$ cat config.mk
export PLATFORM = sky130hd
export DESIGN_NAME = fetch_controller
export DESIGN_NICKNAME = d
export VERILOG_FILES = /design/src/rtl/fetch_pkg.sv /design/src/rtl/fetch_buffer.sv /design/src/rtl/fetch_controller.sv
export SDC_FILE = /design/constraint.sdc
export NUM_CORES = 1
export LEC_CHECK = 0
export BUFFER_PORTS_ARGS = -buffer_cell sky130_fd_sc_hd__buf_2
export CAP_MARGIN = 20
export CORE_MARGIN = 1
export CORE_UTILIZATION = 48
export DETAILED_ROUTE_END_ITERATION = 8
export HOLD_SLACK_MARGIN = 0.05
export PLACE_DENSITY_LB_ADDON = 0.05
export SETUP_SLACK_MARGIN = 0.1
export SKIP_CTS_REPAIR_TIMING = 1
export SYNTH_ARGS = -nofsm -noshare
export SYNTH_HDL_FRONTEND = slang
export SYNTH_SLANG_ARGS = --single-unit
$ cat constraint.sdc
create_clock -name CLK -period 5.92 [get_ports CLK]
set_input_delay 0.296 -clock CLK [delete_from_list [all_inputs] [get_ports CLK]]
set_output_delay 0.296 -clock CLK [all_outputs]
set_load 0.005 [all_outputs]
$ cat src/rtl/fetch_pkg.sv
// Shared types and constants for the instruction-fetch sequencer.
package fetch_pkg;

    typedef enum logic [1:0] {
        FETCH_RUN    = 2'd0,
        FETCH_HALTED = 2'd1,
        FETCH_FAULT  = 2'd2
    } fetch_state_t;

    typedef struct packed {
        logic [31:0] pc;
        logic [31:0] instr;
    } fetch_entry_t;

    localparam logic [31:0] INSTR_BYTES = 32'd4;

endpackage

$ cat src/rtl/fetch_buffer.sv
// Small FIFO of {pc, instr} pairs between fetch and decode; flush beats push/pop.
module fetch_buffer
    import fetch_pkg::*;
#(
    parameter int DEPTH = 2,
    localparam int CW = $clog2(DEPTH + 1)
) (
    input  logic          clk,
    input  logic          rst,
    input  logic          push,
    input  logic          pop,
    input  logic          flush,
    input  fetch_entry_t  push_entry,
    output fetch_entry_t  head,
    output logic [CW-1:0] count,
    output logic          empty
);

    localparam int PW = (DEPTH > 1) ? $clog2(DEPTH) : 1;

    fetch_entry_t  mem [DEPTH];
    logic [PW-1:0] rd_ptr;
    logic [PW-1:0] wr_ptr;
    logic          full;
    logic          do_push;
    logic          do_pop;

    function automatic logic [PW-1:0] ptr_inc(input logic [PW-1:0] p);
        return (p == PW'(DEPTH - 1)) ? '0 : p + 1'b1;
    endfunction

    assign empty   = (count == '0);
    assign full    = (count == CW'(DEPTH));
    assign do_pop  = pop && !empty;
    // A full buffer can still take a push when the head leaves in the same cycle.
    assign do_push = push && (!full || do_pop);
    assign head    = empty ? '0 : mem[rd_ptr];

    always_ff @(posedge clk) begin
        if (do_push && !flush && !rst)
            mem[wr_ptr] <= push_entry;
    end

    always_ff @(posedge clk) begin
        if (rst || flush) begin
            rd_ptr <= '0;
            wr_ptr <= '0;
            count  <= '0;
        end else begin
            if (do_push)
                wr_ptr <= ptr_inc(wr_ptr);
            if (do_pop)
                rd_ptr <= ptr_inc(rd_ptr);
            case ({do_push, do_pop})
                2'b10:   count <= count + 1'b1;
                2'b01:   count <= count - 1'b1;
                default: count <= count;
            endcase
        end
    end

endmodule

$ cat src/rtl/fetch_controller.sv
// RV32I fetch sequencer: owns the PC, reads combinational imem, feeds decode via valid/ready.
module fetch_controller
    import fetch_pkg::*;
#(
    parameter logic [31:0] RESET_PC = 32'h0000_0000,
    parameter int          DEPTH    = 2
) (
    input  logic        CLK,
    input  logic        RST,
    output logic [31:0] Imem_Address,
    input  logic [31:0] Imem_Instruction,
    input  logic        Redirect_Valid,
    input  logic [31:0] Redirect_Target,
    input  logic        Halt,
    output logic        Out_Valid,
    input  logic        Out_Ready,
    output logic [31:0] Out_PC,
    output logic [31:0] Out_Instruction,
    output logic        Misaligned,
    output logic [31:0] Fault_PC
);

    localparam int CW = $clog2(DEPTH + 1);

    fetch_state_t  state;
    fetch_state_t  state_next;
    logic [31:0]   pc;
    logic [31:0]   pc_next;
    fetch_entry_t  push_entry;
    fetch_entry_t  head;
    logic [CW-1:0] buf_count;
    logic          buf_empty;
    logic          pop;
    logic          room;
    logic          fetch;
    logic          redirect_ok;
    logic          bad_target;

    assign Imem_Address    = pc;
    assign Out_Valid       = (state != FETCH_FAULT) && !buf_empty;
    assign Out_PC          = head.pc;
    assign Out_Instruction = head.instr;

    assign pop         = Out_Valid && Out_Ready;
    assign room        = (buf_count != CW'(DEPTH)) || pop;
    assign redirect_ok = Redirect_Valid && (state != FETCH_FAULT);
    assign bad_target  = |Redirect_Target[1:0];
    // A redirect in the same cycle kills the push, so the stale PC never enters the buffer.
    assign fetch       = (state == FETCH_RUN) && !Halt && !Redirect_Valid && room;
    assign push_entry  = '{pc: pc, instr: Imem_Instruction};

    always_comb begin
        state_next = state;
        pc_next    = pc;
        case (state)
            FETCH_RUN: begin
                if (redirect_ok && bad_target)
                    state_next = FETCH_FAULT;
                else if (Halt)
                    state_next = FETCH_HALTED;
            end
            FETCH_HALTED: begin
                if (redirect_ok && bad_target)
                    state_next = FETCH_FAULT;
                else if (!Halt)
                    state_next = FETCH_RUN;
            end
            default: state_next = FETCH_FAULT;
        endcase
        if (redirect_ok && !bad_target)
            pc_next = Redirect_Target;
        else if (fetch)
            pc_next = pc + INSTR_BYTES;
    end

    always_ff @(posedge CLK) begin
        if (RST) begin
            state      <= FETCH_RUN;
            pc         <= RESET_PC;
            Misaligned <= 1'b0;
            Fault_PC   <= '0;
        end else begin
            state <= state_next;
            pc    <= pc_next;
            if (redirect_ok && bad_target) begin
                Misaligned <= 1'b1;
                Fault_PC   <= Redirect_Target;
            end
        end
    end

    fetch_buffer #(.DEPTH(DEPTH)) u_buf (
        .clk        (CLK),
        .rst        (RST),
        .push       (fetch),
        .pop        (pop),
        .flush      (redirect_ok),
        .push_entry (push_entry),
        .head       (head),
        .count      (buf_count),
        .empty      (buf_empty)
    );

endmodule

* Word-level counts from Yosys, hierarchy flattened
Memories as Yosys holds them, arrays and structs flattened. A register that Yosys moved wholly into a read port is not among the register bits.
Index checks and enable logic that the tools add are counted.
** Storage, ports and cells
- Register bits after elaboration :: 71
- Bits in writable memories :: 128
- Bits of input ports :: 69
- Output and inout bits :: 130
- Memories kept :: 1
** Memories
- u_buf.mem :: words 2, width 64, rd ports 1, clocked after memory_dff 1, wr ports 1, RTL line fetch_buffer.sv:21 : fetch_entry_t mem [DEPTH];
** Cells by class
- Add/sub/neg operators :: 5
- Equal/unequal tests :: 8
- Mux-type cells :: 15
- Reductions and logical operators :: 28
** Operators by type and width (number)
- 32-bit two-way mux :: 2
- 64-bit two-way mux :: 1
- 32-bit by 3-bit adder with 32-bit output, second input constant :: 1
- 1-bit logical AND :: 12
- 2-bit two-way mux :: 4
- 2-bit one-hot mux with 2 select lines :: 2
- 1-bit zero test :: 7
- 1-bit two-way mux :: 6
- 2-bit by 1-bit equality test with 1-bit output, second input constant :: 2
- 2-bit equality test, second input constant :: 2
- 2-bit zero test :: 2
- 2-bit != test, second input constant :: 2
- 2-bit nonzero test :: 2
- 1-bit logical OR :: 3
- 3-bit by 2-bit != test with 1-bit output, second input constant :: 1
- 3-bit != test, second input constant :: 1
- 1-bit adder, second input constant :: 2
- 2-bit by 1-bit adder with 2-bit output, second input constant :: 1
- 2-bit AND reduction :: 1
- 2-bit OR reduction :: 1
- 2-bit by 1-bit subtractor with 2-bit output, second input constant :: 1

* Longest topological paths before layout
- Word-level depth :: 11
- Mapped depth :: 10
- Mapped depth without buffers :: 8

* Hierarchy
Synthesis repeated with hierarchy kept, for this count alone.
** Second synthesis, totals
- Cells, all modules :: 677
- Area total of the unflattened synthesis :: 8062.7 um2
** By module, submodules not included
- fetch_buffer :: instances 1, cells an instance 296, area each 5031.1 um2, sequential area each 3943.8 um2
- fetch_controller :: instances 1, cells an instance 381, area each 3031.7 um2, sequential area each 1341.3 um2

* Least setup slack after synthesis
Ideal clock, no wire load.
- Path type :: reg-to-reg
- Start point :: register state[1]
- End point :: memory u_buf.mem[1][0] (netlist name), enable pin
- Setup time :: 0.578 ns
- Arrival time :: 5.800 ns
- Required time :: 5.342 ns
- Setup slack :: -0.458 ns
- Cell stages (with the launch flop) :: 7
- Path buffers :: 2
- Period minus slack after synthesis :: 6.378 ns
- Cell sequence :: dfxtp_1 > nor4_2 > and2_1 > buf_2 > inv_2 > buf_2 > nor3b_1
** On the way
- Longest elaborated chain between the ends :: 10
- Elaborated cells on any way between the ends :: 17
- Classes of those cells :: 1 x eq/ne; 2 x mux; 14 x reduce/logical
** RTL lines
- start, declared :: RTL line fetch_controller.sv:25 : fetch_state_t state;
- start signal, assigned :: RTL line fetch_controller.sv:83 : state <= state_next;
- 2-bit != test :: RTL line fetch_controller.sv:40, fetch_controller.sv:46
- 1-bit logical AND :: RTL line fetch_controller.sv:40 : assign Out_Valid = (state != FETCH_FAULT) && !buf_empty;
- 1-bit logical AND :: RTL line fetch_controller.sv:44 : assign pop = Out_Valid && Out_Ready;
- 1-bit logical OR or 1-bit logical AND (tied branches) :: RTL line fetch_controller.sv:45, fetch_buffer.sv:34
- 1-bit logical AND or 1-bit logical OR (tied branches) :: RTL line fetch_controller.sv:49, fetch_buffer.sv:36
- 1-bit logical AND :: RTL line fetch_buffer.sv:36 : assign do_push = push && (!full || do_pop);
- 1-bit logical AND (*) (2 in a row) :: RTL line fetch_buffer.sv:40 : if (do_push && !flush && !rst)
- 1-bit two-way mux (*) :: RTL line fetch_buffer.sv:40
- 1-bit two-way mux (not written as such) (*) :: RTL line fetch_buffer.sv:41 : mem[wr_ptr] <= push_entry;
- end, declared :: RTL line fetch_buffer.sv:21
Every way passes the cells marked *; elsewhere a longest branch is shown, timed or not.

* Final worst setup path
- Start point :: register state[1]
- End point :: memory u_buf.mem[0][59] (netlist name), enable pin
Same word-level chain as after synthesis.

==> results_tabular.tex <==
\begin{tabular}{lr}
\hline
Metric & Value \\
\hline
\multicolumn{2}{l}{\textbf{Outcome}} \\
Run status & finished, final reports clean \\
\multicolumn{2}{l}{\textbf{Drt}} \\
Detailed-route wire length per cell & 16.54 um \\
Detailed-routing iteration count for the pre-antenna-repair pass & 5 \\
DRC viols & 0 \\
Number of vias per cell & 5.367 \\
Final WL & 18,500 um \\
Vias & 6,006 \\
Post-route ant nets & 0 \\
Count of routing violations after the opening detailed-route iteration & 457 \\
\multicolumn{2}{l}{\textbf{Logic synthesis}} \\
Part of the Yosys area used for sequential elements & 65.40\% \\
Post-Syn Area per Cell & 11.76 sq um \\
Most area-hungry cell type in the Yosys netlist & edfxtp\_1 \\
Cell types with the largest area share after synthesis & edfxtp\_1 (48\%), dfxtp\_1 (18\%), mux2i\_1 (8.2\%) \\
Most instantiated flip-flop cell in the synthesis netlist & edfxtp\_1 \\
Gate count of the mapped netlist & 687 \\
Distinct cell type count after synthesis & 53 \\
Net count after synthesis & 758 \\
Netlist Area Pre-Place & 8082 sq um \\
Fraction of synthesized cell area taken by the top area cell type & 47.56\% \\
Post-synth ARST share & 0\% \\
Commonest cells in the netlist & edfxtp\_1 (128), nand2\_1 (95), nor2\_1 (90) \\
Number of enable-type register cells in the synthesized netlist & 128 \\
Warnings, synthesis & 0 \\
\#FFs+latches synth & 200 \\
Count leader, synth & edfxtp\_1 \\
\multicolumn{2}{l}{\textbf{Layout}} \\
Total inserted antenna cells & 0 \\
Fraction of layout cells with a size suffix above 1 & 27.92\% \\
Post-route non-filler standard cell count & 1,119 \\
\# fillers & 1,374 \\
Area growth syn-to-layout & 24.66\% \\
Area of the multi-input gates & 2611 sq um \\
Core occupancy in the finished layout & 60.97\% \\
Design Area, Final & 10,070 sq um \\
Storage element area & 5289 sq um \\
Number of nets in the finished design & 957 \\
\multicolumn{2}{l}{\textbf{Global routing}} \\
Global-route usage over all layers & 21.52\% \\
Largest net degree at the start of global routing & 75 \\
Busiest layer in global routing & met2 \\
Met3 usage & 4.691\% \\
Global-route met2 utilization & 33.69\% \\
First-pass GRT wire length & 29,270 um \\
Number of antenna violations at the first check in global routing & 0 \\
Met1 track demand over resource & 30.06\% \\
GR Overflow Total & 0 \\
Vias in the first global route & 5,607 \\
\multicolumn{2}{l}{\textbf{Floorplanning}} \\
Die Width & 131.8 um \\
Die Ht & 131.8 um \\
Die outline area & 17,360 sq um \\
Count of pins on the block boundary & 199 \\
Core region area & 16,520 sq um \\
Effective utilization at floorplan & 48.91\% \\
Placement Rows & 47 \\
\multicolumn{2}{l}{\textbf{Setup path}} \\
CP arrival & 2990 ps \\
Worst R2R End & u\_buf.mem[0][59] \\
Kind of end point of the critical path & flop \\
Crit path kind & reg2reg \\
Critical path buffers and inverters & 2 \\
CP Cell Sequence & nor4\_2 -> and2\_1 -> inv\_2 -> nor3\_4 -> buf\_4 \\
Critical Path Source & state[1] \\
R2R cell count & 5 \\
Peak per-stage delay on the critical path & 670 ps \\
Required time reported for the critical path endpoint & 5980 ps \\
Top cell family by delay on the critical path & simple AND/OR/NAND/NOR gates \\
Startpoint class of the critical path & flop \\
Largest fanout of any net on the critical path & 64 \\
Worst R2R Setup Slack & 2980 ps \\
Start of the worst register-to-register path & state[1] \\
Slowest stage cell on the critical path & buf\_4 \\
\multicolumn{2}{l}{\textbf{Min path}} \\
Hold Startpoint & Imem\_Instruction[22] \\
Worst hold path cell count & 1 \\
Terminating pin of the worst hold path & u\_buf.mem[1][22] \\
Worst hold-check path type & in2reg \\
\multicolumn{2}{l}{\textbf{Clock network}} \\
Maximum level of the CTS H-tree & 4 \\
Sinks on the clock net & 200 \\
CTS tree & done \\
Insertion delay of the later-clocked pin in the worst-skew pair & 430 ps \\
Longest Clk Path Bufs & 2 \\
Library cell used as clock root buffer & clkbuf\_16 \\
Clock-pin transition on the worst setup and hold timing paths & 70 ps \\
TritonCTS buffer count & 17 \\
\multicolumn{2}{l}{\textbf{Place}} \\
Placed wire-length estimate after detailed placement & 12,250 um \\
IO buf count & 198 \\
Gp weighted congestion & 0.8062 \\
Worst-case setup slack after placement & 2506 ps \\
Placed instance count & 1,068 \\
Cell area after placement & 9249 sq um \\
\multicolumn{2}{l}{\textbf{Power and ir drop}} \\
Cell internal pwr & 2.266 mW \\
Switching power of the nets & 645.3 uW \\
Static Leakage & 3.843 nW \\
Proportion of power drawn by combinational gates & 7.6\% \\
Fraction of power consumed by sequential logic & 53.1\% \\
Total Power Consumption & 2.911 mW \\
Fraction of power spent switching nets & 22.17\% \\
Power per cell area & 289.0 nW/um\^{}2 \\
Relative contribution of the clock network to total power & 39.3\% \\
Maximum VDD drop & 0.0001963 V \\
\multicolumn{2}{l}{\textbf{STA}} \\
Worst rel slew slack & 25.75\% \\
Unrepaired setup endpoints after global routing & false \\
Total Negative Setup Slacks & 0 ps \\
Share of the cycle needed by the critical path after routing & 49.64\% \\
Final setup vio count & 0 \\
Max Slew Vio Count & 0 \\
Worst hold margin & 59.05 ps \\
Largest clock skew in the final design & 11.47 ps \\
Final Hold Viols & 0 \\
Final worst path period need & 2939 ps \\
Slew at the pin with the worst max-slew slack & 1114 ps \\
Worst Slack Setup Final & 2981 ps \\
Max frequency & 340.3 MHz \\
\multicolumn{2}{l}{\textbf{Run}} \\
Count of maximum capacitance violations & 0 \\
\hline
\end{tabular}
logic make-up after synthesis:
group / Yosys count / share of synthesized area [%]
and+or+nand+nor: 254 / 14.32
adders and majority gates: 2 / 0.3096
DFF: 200 / 65.40
xor gates and xnor gates: 6 / 0.6503
AOI/OAI and AO/OA: 108 / 8.268
muxes: 67 / 8.314
buffers and inverters: 50 / 2.740
worst reg2reg max path, delay by kind of cell, from the launching register on:
family,cells,cell delay [ps]
and+or+nand+nor,3,1080
buffers and inverters,2,1070
DFF,1,340
final cells by class:
class,instances,area share [%]
tap,220,2.732
multi-input combinational,437,25.92
timing repair buffer,224,12.72
clock buffer,23,5.067
clock inverter,9,0.8445
inverter,6,0.2235
sequential,200,52.50
layout by cell type, fill, tap and decap left out, drive strengths merged, types with 4 or more instances in the layout:
cell and n:
nand2 95, nor4 4, a31oi 19, a21oi 44, edfxtp 128, mux2i 66, nand3 9, buf 208
and3 5, dfxtp 72, nor2 90, nand4 13, xnor2 4, o21ai 16, inv 10, a41oi 6
o211ai 4, and2 5, clkbuf 23, or3 11, nor3 9, dlygate4sd3 16
sequential cells by signal (all words and copies together) (netlist names), named ones only:
| signal | cells |
|---|---|
| u_buf.count | 2 |
| Fault_PC | 32 |
| Imem_Address | 32 |
| u_buf.rd_ptr | 1 |
| u_buf.wr_ptr | 1 |
| state | 2 |
| Misaligned | 1 |
| u_buf.mem | 128 |
routing by layer:
metal,wire length (um),vias up
met5,0,-
met2,8600,203
met1,8667,2892
met3,963,18
met4,272,0
li1,-,2893
power by group through the flow:
stage / sequential (mW) / clock (mW) / combinational [mW]
global route: 1.55 / 1.22 / 0.244
finish: 1.55 / 1.14 / 0.220
floorplan: 1.57 / 0 / 0.113
CTS: 1.55 / 1.17 / 0.207
detailed placement: 1.58 / 0 / 0.207
global placement: 1.58 / 0 / 0.201
how the worst max path moves through the flow:
stage	endpoint	slack, ps	cells after the start
after global placement	u_buf.mem[1][16]	2540	6
after floorplan	u_buf.mem[1][0]	1810	6
after global routing	u_buf.mem[0][53]	2770	5
after detailed placement	u_buf.mem[1][15]	2510	6
after CTS	u_buf.mem[1][18]	2540	5
final	u_buf.mem[0][59]	2980	5
(Power assumes the default switching activity.)
